===== src/rtl/vga_timing_480p.sv =====
// Raster sequencer for 640x480@60: steps sx/sy on the pixel enable and emits
// registered sync, display-enable, line/frame strobes and a frame counter.
module vga_timing_480p #(
    parameter int unsigned H_ACTIVE = 640,
    parameter int unsigned H_FP     = 16,
    parameter int unsigned H_SYNC   = 96,
    parameter int unsigned H_BP     = 48,
    parameter int unsigned V_ACTIVE = 480,
    parameter int unsigned V_FP     = 10,
    parameter int unsigned V_SYNC   = 2,
    parameter int unsigned V_BP     = 33,
    parameter bit          SYNC_POL = 1'b0,
    parameter int unsigned CW       = 10
) (
    input  logic          clk,
    input  logic          reset_n,
    input  logic          clk_pixel,
    output logic [CW-1:0] sx,
    output logic [CW-1:0] sy,
    output logic          hsync,
    output logic          vsync,
    output logic          de,
    output logic          line_start,
    output logic          frame_start,
    output logic [15:0]   frame_cnt
);

    localparam int unsigned H_TOTAL = H_ACTIVE + H_FP + H_SYNC + H_BP;
    localparam int unsigned V_TOTAL = V_ACTIVE + V_FP + V_SYNC + V_BP;

    localparam logic [CW-1:0] H_LAST = CW'(H_TOTAL - 1);
    localparam logic [CW-1:0] V_LAST = CW'(V_TOTAL - 1);
    localparam logic [CW-1:0] H_ACT  = CW'(H_ACTIVE);
    localparam logic [CW-1:0] V_ACT  = CW'(V_ACTIVE);
    localparam logic [CW-1:0] HS_BEG = CW'(H_ACTIVE + H_FP);
    localparam logic [CW-1:0] HS_END = CW'(H_ACTIVE + H_FP + H_SYNC);
    localparam logic [CW-1:0] VS_BEG = CW'(V_ACTIVE + V_FP);
    localparam logic [CW-1:0] VS_END = CW'(V_ACTIVE + V_FP + V_SYNC);

    logic [CW-1:0] sx_q, sx_d, sy_q, sy_d;
    logic          hsync_q, hsync_d, vsync_q, vsync_d, de_q, de_d;
    logic          line_start_q, line_start_d, frame_start_q, frame_start_d;
    logic [15:0]   frame_cnt_q, frame_cnt_d;

    always_comb begin
        sx_d          = sx_q;
        sy_d          = sy_q;
        line_start_d  = 1'b0;
        frame_start_d = 1'b0;
        if (clk_pixel) begin
            if (sx_q == H_LAST) begin
                sx_d = '0;
                sy_d = (sy_q == V_LAST) ? '0 : sy_q + 1'b1;
            end else begin
                sx_d = sx_q + 1'b1;
            end
            line_start_d  = (sx_d == '0);
            frame_start_d = (sx_d == '0) && (sy_d == '0);
        end
        // Decode from the next counter values so outputs line up with sx/sy.
        de_d        = (sx_d < H_ACT) && (sy_d < V_ACT);
        hsync_d     = ((sx_d >= HS_BEG) && (sx_d < HS_END)) ? SYNC_POL : ~SYNC_POL;
        vsync_d     = ((sy_d >= VS_BEG) && (sy_d < VS_END)) ? SYNC_POL : ~SYNC_POL;
        frame_cnt_d = frame_cnt_q + {15'd0, frame_start_d};
    end

    always_ff @(posedge clk or negedge reset_n) begin
        if (!reset_n) begin
            sx_q          <= H_LAST;
            sy_q          <= V_LAST;
            hsync_q       <= ~SYNC_POL;
            vsync_q       <= ~SYNC_POL;
            de_q          <= 1'b0;
            line_start_q  <= 1'b0;
            frame_start_q <= 1'b0;
            frame_cnt_q   <= 16'd0;
        end else begin
            sx_q          <= sx_d;
            sy_q          <= sy_d;
            hsync_q       <= hsync_d;
            vsync_q       <= vsync_d;
            de_q          <= de_d;
            line_start_q  <= line_start_d;
            frame_start_q <= frame_start_d;
            frame_cnt_q   <= frame_cnt_d;
        end
    end

    assign sx          = sx_q;
    assign sy          = sy_q;
    assign hsync       = hsync_q;
    assign vsync       = vsync_q;
    assign de          = de_q;
    assign line_start  = line_start_q;
    assign frame_start = frame_start_q;
    assign frame_cnt   = frame_cnt_q;

endmodule


===== config.mk =====
export PLATFORM = sky130hd
export DESIGN_NAME = vga_timing_480p
export DESIGN_NICKNAME = d
export VERILOG_FILES = /design/src/rtl/vga_timing_480p.sv
export SDC_FILE = /design/constraint.sdc
export NUM_CORES = 1
export LEC_CHECK = 0
export ABC_AREA = 1
export BUFFER_PORTS_ARGS = -buffer_cell sky130_fd_sc_hd__buf_2
export CORE_MARGIN = 2
export CORE_UTILIZATION = 40
export CTS_BUF_LIST = sky130_fd_sc_hd__clkbuf_2 sky130_fd_sc_hd__clkbuf_4 sky130_fd_sc_hd__clkbuf_8
export CTS_CLUSTER_SIZE = 25
export DETAILED_ROUTE_END_ITERATION = 6
export PLACE_DENSITY = 0.68
export SKIP_LAST_GASP = 1
export SLEW_MARGIN = 30
export SYNTH_ARGS = -nofsm -noshare
export SYNTH_HDL_FRONTEND = slang
export SYNTH_SLANG_ARGS = --single-unit

===== constraint.sdc =====
create_clock -name clk -period 4.18 [get_ports clk]
set_input_delay 0.836 -clock clk [delete_from_list [all_inputs] [get_ports clk]]
set_output_delay 0.836 -clock clk [all_outputs]
set_load 0.02 [all_outputs]

# ---- Yosys cells after proc, flatten, opt, wreduce, memory -nomap -nowiden
# Index checks and enable logic that the tools add are counted.
dict set report totals {
  reg_bits 41
  inputBits 3
  output_inout_bits 41
  wordCells 36
}
dict set report classes {
  add_sub_neg 3
  n_lt_le_gt_ge 6
  n_eq_ne 2
  muxes 11
  reduce_logical 6
}
# op n
set op_table {}
lappend op_table {{two-way mux 10 bit} 7}
lappend op_table {{adder 10 x 1 -> 10 bit, second input constant} 2}
lappend op_table {{equality test 10 bit, second input constant} 2}
lappend op_table {{zero test 10 bit} 2}
lappend op_table {{< comparator 10 bit, second input constant} 2}
lappend op_table {{< comparator 10 x 9 -> 1 bit, second input constant} 2}
lappend op_table {{adder 16 x 1 -> 16 bit} 1}
lappend op_table {{greater-or-equal comparator 10 bit, second input constant} 1}
lappend op_table {{greater-or-equal comparator 10 x 9 -> 1 bit, second input constant} 1}
lappend op_table {{logical AND 1 bit} 4}
lappend op_table {{two-way mux 1 bit} 4}

# ---- Depth between registers and ports, before layout
dict set report depth {
  word_depth 8
  mapped_depth 21
  mapped_depth_nobuf 21
}

# ---- Worst setup path after synthesis
# Ideal clock, no wire load.
dict set report synth_path {
  path_kind {register -> register}
  startpoint {register sx_q[1], in the netlist sx[1]}
  endpoint {register frame_cnt_q[15], in the netlist frame_cnt[15]}
  setup_ns 0.128
  arrival_time_ns 2.944
  t_required_ns 4.052
  path_slack_ns 1.107
  stages_incl_launch_ff 20
  n_path_buf 1
  synth_period_minus_slack_ns 3.073
  cell_sequence {dfstp_2 -> ha_1 -> nand4_2 -> nor2_4 -> buf_6 -> nor2_1 -> nor2_1 -> nand3_1 -> nor2_1 -> nand3_1 -> nor2_1 -> ha_1 -> nand3_1 -> nor2_1 -> nand4_1 -> inv_1 -> nand3_1 -> nor2_1 -> nand3_1 -> xnor2_1}
}
dict set report synth_via {
  elab_chain_cells 7
  word_cells_on_any_way 11
  cone_classes {add/sub (2); eq/ne (1); mux (5); reduce/logical (3)}
}
# item line
set synth_lines {}
lappend synth_lines {{from (decl)} 40} ;# logic [CW-1:0] sx_q, sx_d, sy_q, sy_d;
lappend synth_lines {{from (signal assigned)} 69} ;# sx_q <= H_LAST;
lappend synth_lines {{from (signal assigned)} 78} ;# sx_q <= sx_d;
lappend synth_lines {{adder 10 x 1 -> 10 bit or equality test 10 bit (tied branches)} {55, 51}}
lappend synth_lines {{two-way mux 10 bit} 51} ;# if (sx_q == H_LAST) begin
lappend synth_lines {{two-way mux 10 bit} 50} ;# if (clk_pixel) begin
lappend synth_lines {{zero test 10 bit} 58} ;# frame_start_d = (sx_d == '0) && (sy_d == '0);
lappend synth_lines {{logical AND 1 bit (*)} 58}
lappend synth_lines {{two-way mux 1 bit (*)} 50}
lappend synth_lines {{net frame_start_d} 42} ;# logic line_start_q, line_start_d, frame_start_q, frame_start_d;
lappend synth_lines {{adder 16 x 1 -> 16 bit (*)} 64} ;# frame_cnt_d = frame_cnt_q + {15'd0, frame_start_d};
lappend synth_lines {{net frame_cnt_d[15]} 43} ;# logic [15:0] frame_cnt_q, frame_cnt_d;
lappend synth_lines {{to (signal assigned)} 85} ;# frame_cnt_q <= frame_cnt_d;
lappend synth_lines {{to (decl)} 43}
# The timed path passes the listed nets; every way through them passes the cells marked *. The select of a mux whose other input is x is not followed.

# ---- Worst setup path in the final report
dict set report layout_path {
  startpoint {register sx_q[0], in the netlist sx[0]}
  endpoint {register frame_cnt_q[15], in the netlist frame_cnt[15]}
}
# The elaborated chain is that of the path after synthesis.

==> results.cfg <==
[final_layout]
nNetsFinal = 397
num_antenna_cells = 0
drive_above_1_share = 0.216
syn_to_final_growth_pct = 14.7
fillCellCount = 585
final_common_cell = nand2_1
layout_common_cells = nand2_1, buf_2, nor2_1, inv_1, nand3_1
final_area_sq_mm = 0.00289

[timing]
rsz0062_at_grt = false
relSlewSlack = 0.604
skew_ns = 0.00285
min_period_ns = 3.40
tightest_slew_ns = 0.594
setup_viol = 0
finalHoldViolCount = 0
fmax_mhz = 294
finalCritPeriodShare = 0.813
final.hold.worst_slack_ns = 0.497
drv_slew = 0
finalSetupTns_ns = 0

[clocking]
cts_sinks = 41
holdBufCountCts = 0
cts_max_level = 2
cts_resized = 0
tritoncts = done
cts_buffers = 5
clk-insertion-delay-late_ns = 0.30
clockBufferDepth = 2
post_cts_buffers = 0
path_clk_slew_ns = 0.09
root_buffer = clkbuf_8

[grt]
grt_pass1_wl_mm = 9.70
grt_max_degree = 42
grt.total_usage = 0.172
gr-total-overflow = 0
antenna_found_initial = 0
grt_pass1_vias = 2012

[power_and_ir_drop]
seq_power_share = 0.462
finalPower_mw = 1.15
power_frac_comb = 0.249
p_switching_mw = 0.420
internal-power_mw = 0.725
leakage_nw = 1.50
irDropWorstVdd_mv = 0.242
power_density_mw_per_mm2 = 396
pwr-share-clk = 0.288
swShare = 0.367

[flow_run]
cap_violations = 0

[critical_path]
cp_max_fo = 12
crit_path_start_kind = flop
arrival_ns = 3.59
crit_slowest_cell = dfstp_2
critical-path-max-stage-delay_ns = 0.63
endpoint_kind = flop
crit_chain = ha_1 > nand4_2 > nor2_4 > nor2_1 > nor2_1 > nand3_1 > nor2_1 > nand3_1 > nor2_1 > ha_1 > nand3_1 > nor2_1 > nand4_1 > inv_1 > nand3_1 > nor2_1 > nand3_1 > xnor2_1
crit_buf_inv = 1
path_common_cell = nor2_1
cp.required_ns = 4.37
critical_path_class = reg -> reg
path_delay_family = simple AND/OR/NAND/NOR gates

[logic_synthesis]
synth_area_sq_mm = 0.00252
ys_ff_latch = 41
synth_area_leader_cell = dfrtp_1
synthCells = 348
synth_top_area_frac = 0.288
yosys.cell_types.count = 32
yosysSeqAreaShare = 0.413
yosysWarnings = 0
syn_nets = 357
syn_area_per_cell_sq_um = 7.25
ys_top_cells_by_area = dfrtp_1, nand2_1, dfstp_2, nand3_1, nor2_1

[placement]
post-dp-hpwl_mm = 4.37
portBuffers = 43
placed_area_sq_mm = 0.00278
gp_congestion = 0.846

[floorplan]
fp.dieW_um = 83.4
core_region_area_sq_mm = 0.00599
num_rows = 28
die_height_um = 83.4
ios = 44
dieArea_sq_mm = 0.00696
start_util = 0.421

[run_status]
status = finished clean

[detailed_routing]
ant_nets = 0
drtIter0Drc = 105
vias = 2310
drt_pass1_iterations = 4
routedWlPerCell_um = 12.7
remaining_drc_errors = 0
drt-vias-per-instance = 4.98
wl_mm = 5.90

[min_path]
hold_path.class = in -> async
## area by class of cell
| class | instances | area (sq um) | share of cell area |
|---|---|---|---|
| flip-flops and latches | 41 | 1040 | 0.360 |
| clock inverters | 3 | 46.3 | 0.0160 |
| well taps | 75 | 93.8 | 0.0324 |
| repair buffers | 43 | 218 | 0.0752 |
| clock buffers | 5 | 68.8 | 0.0238 |
| inverters | 38 | 143 | 0.0493 |
| multi-input cells | 259 | 1280 | 0.444 |
## synth_stat cells
| master | n |
|---|---|
| nand2_1 | 120 |
| nor2_1 | 39 |
| inv_1 | 33 |
| nand3_1 | 31 |
| dfrtp_1 | 29 |
| dfstp_2 | 12 |
| nand4_1 | 12 |
| xor2_1 | 10 |
| ha_1 | 6 |
| o21ai_1 | 6 |
| xnor2_1 | 6 |
| buf_2 | 5 |
| inv_2 | 5 |
| nor2_2 | 5 |
| nand2_2 | 3 |
| nand3_2 | 3 |
| o21ai_0 | 3 |
| and2_1 | 2 |
| clkbuf_1 | 2 |
| nand4_2 | 2 |
| nor3_1 | 2 |
| o21ai_2 | 2 |
| a21oi_1 | 1 |
| a31oi_1 | 1 |
| buf_1 | 1 |
| buf_4 | 1 |
| buf_6 | 1 |
| nor2_4 | 1 |
| nor3b_1 | 1 |
| nor4_1 | 1 |
| o21a_1 | 1 |
| o21bai_1 | 1 |
## power groups by stage
| stage | Combinational (mW) | Sequential (mW) | Clock, mW |
|---|---|---|---|
| floorplan | 0.182 | 0.550 | 0 |
| global placement | 0.285 | 0.534 | 0 |
| detailed placement | 0.286 | 0.537 | 0 |
| CTS | 0.287 | 0.529 | 0.339 |
| global route | 0.319 | 0.540 | 0.358 |
| finish | 0.286 | 0.529 | 0.330 |
## final timing paths
path	endpoint	slack [ns]	cells after the start	from
setup / recovery	frame_cnt[15]	0.78	18	sx[0]
hold / removal	sy[1]	0.50	1	reset_n
setup reg to reg	frame_cnt[15]	0.78	18	sx[0]
hold reg to reg	frame_cnt[15]	0.50	1	frame_cnt[15]
max in group asynchronous	sy[9]	3.31	1	reset_n
min in group clk	frame_cnt[15]	0.50	1	frame_cnt[15]
## per-stage QoR
step / cells / util / setup slack (ns)
finish: 464 / 0.483 / 0.781
floorplan: 348 / - / 1.11
detailed placement: 456 / 0.463 / 0.752
global placement: 456 / 0.463 / 0.920
CTS: 464 / 0.483 / 0.746
global route: 464 / 0.483 / 0.427
## sequential cells by signal, summed over array words and instances (netlist names)
register,cells
hsync,1
line_start,1
vsync,1
frame_start,1
de,1
sx,10
frame_cnt,16
sy,10
## metal layers
layer	vias to the layer above	routed length (um)	global-route usage
met3	6	278	0.0348
met1	1068	2800	0.239
met4	0	58	0.0528
li1	1181	-	-
met5	-	0	0
met2	55	2760	0.270
## logic make-up (layout without fill, tap and decap cells)
family,count (synthesis),after routing,share of synthesized area
simple gates,222,222,0.388
fa+ha+maj,6,6,0.0298
compound gates,15,15,0.0352
buf+inv,48,89,0.0784
xor+xnor,16,16,0.0556
flops,41,41,0.413
Note: power is estimated with default switching activity, not from simulation.
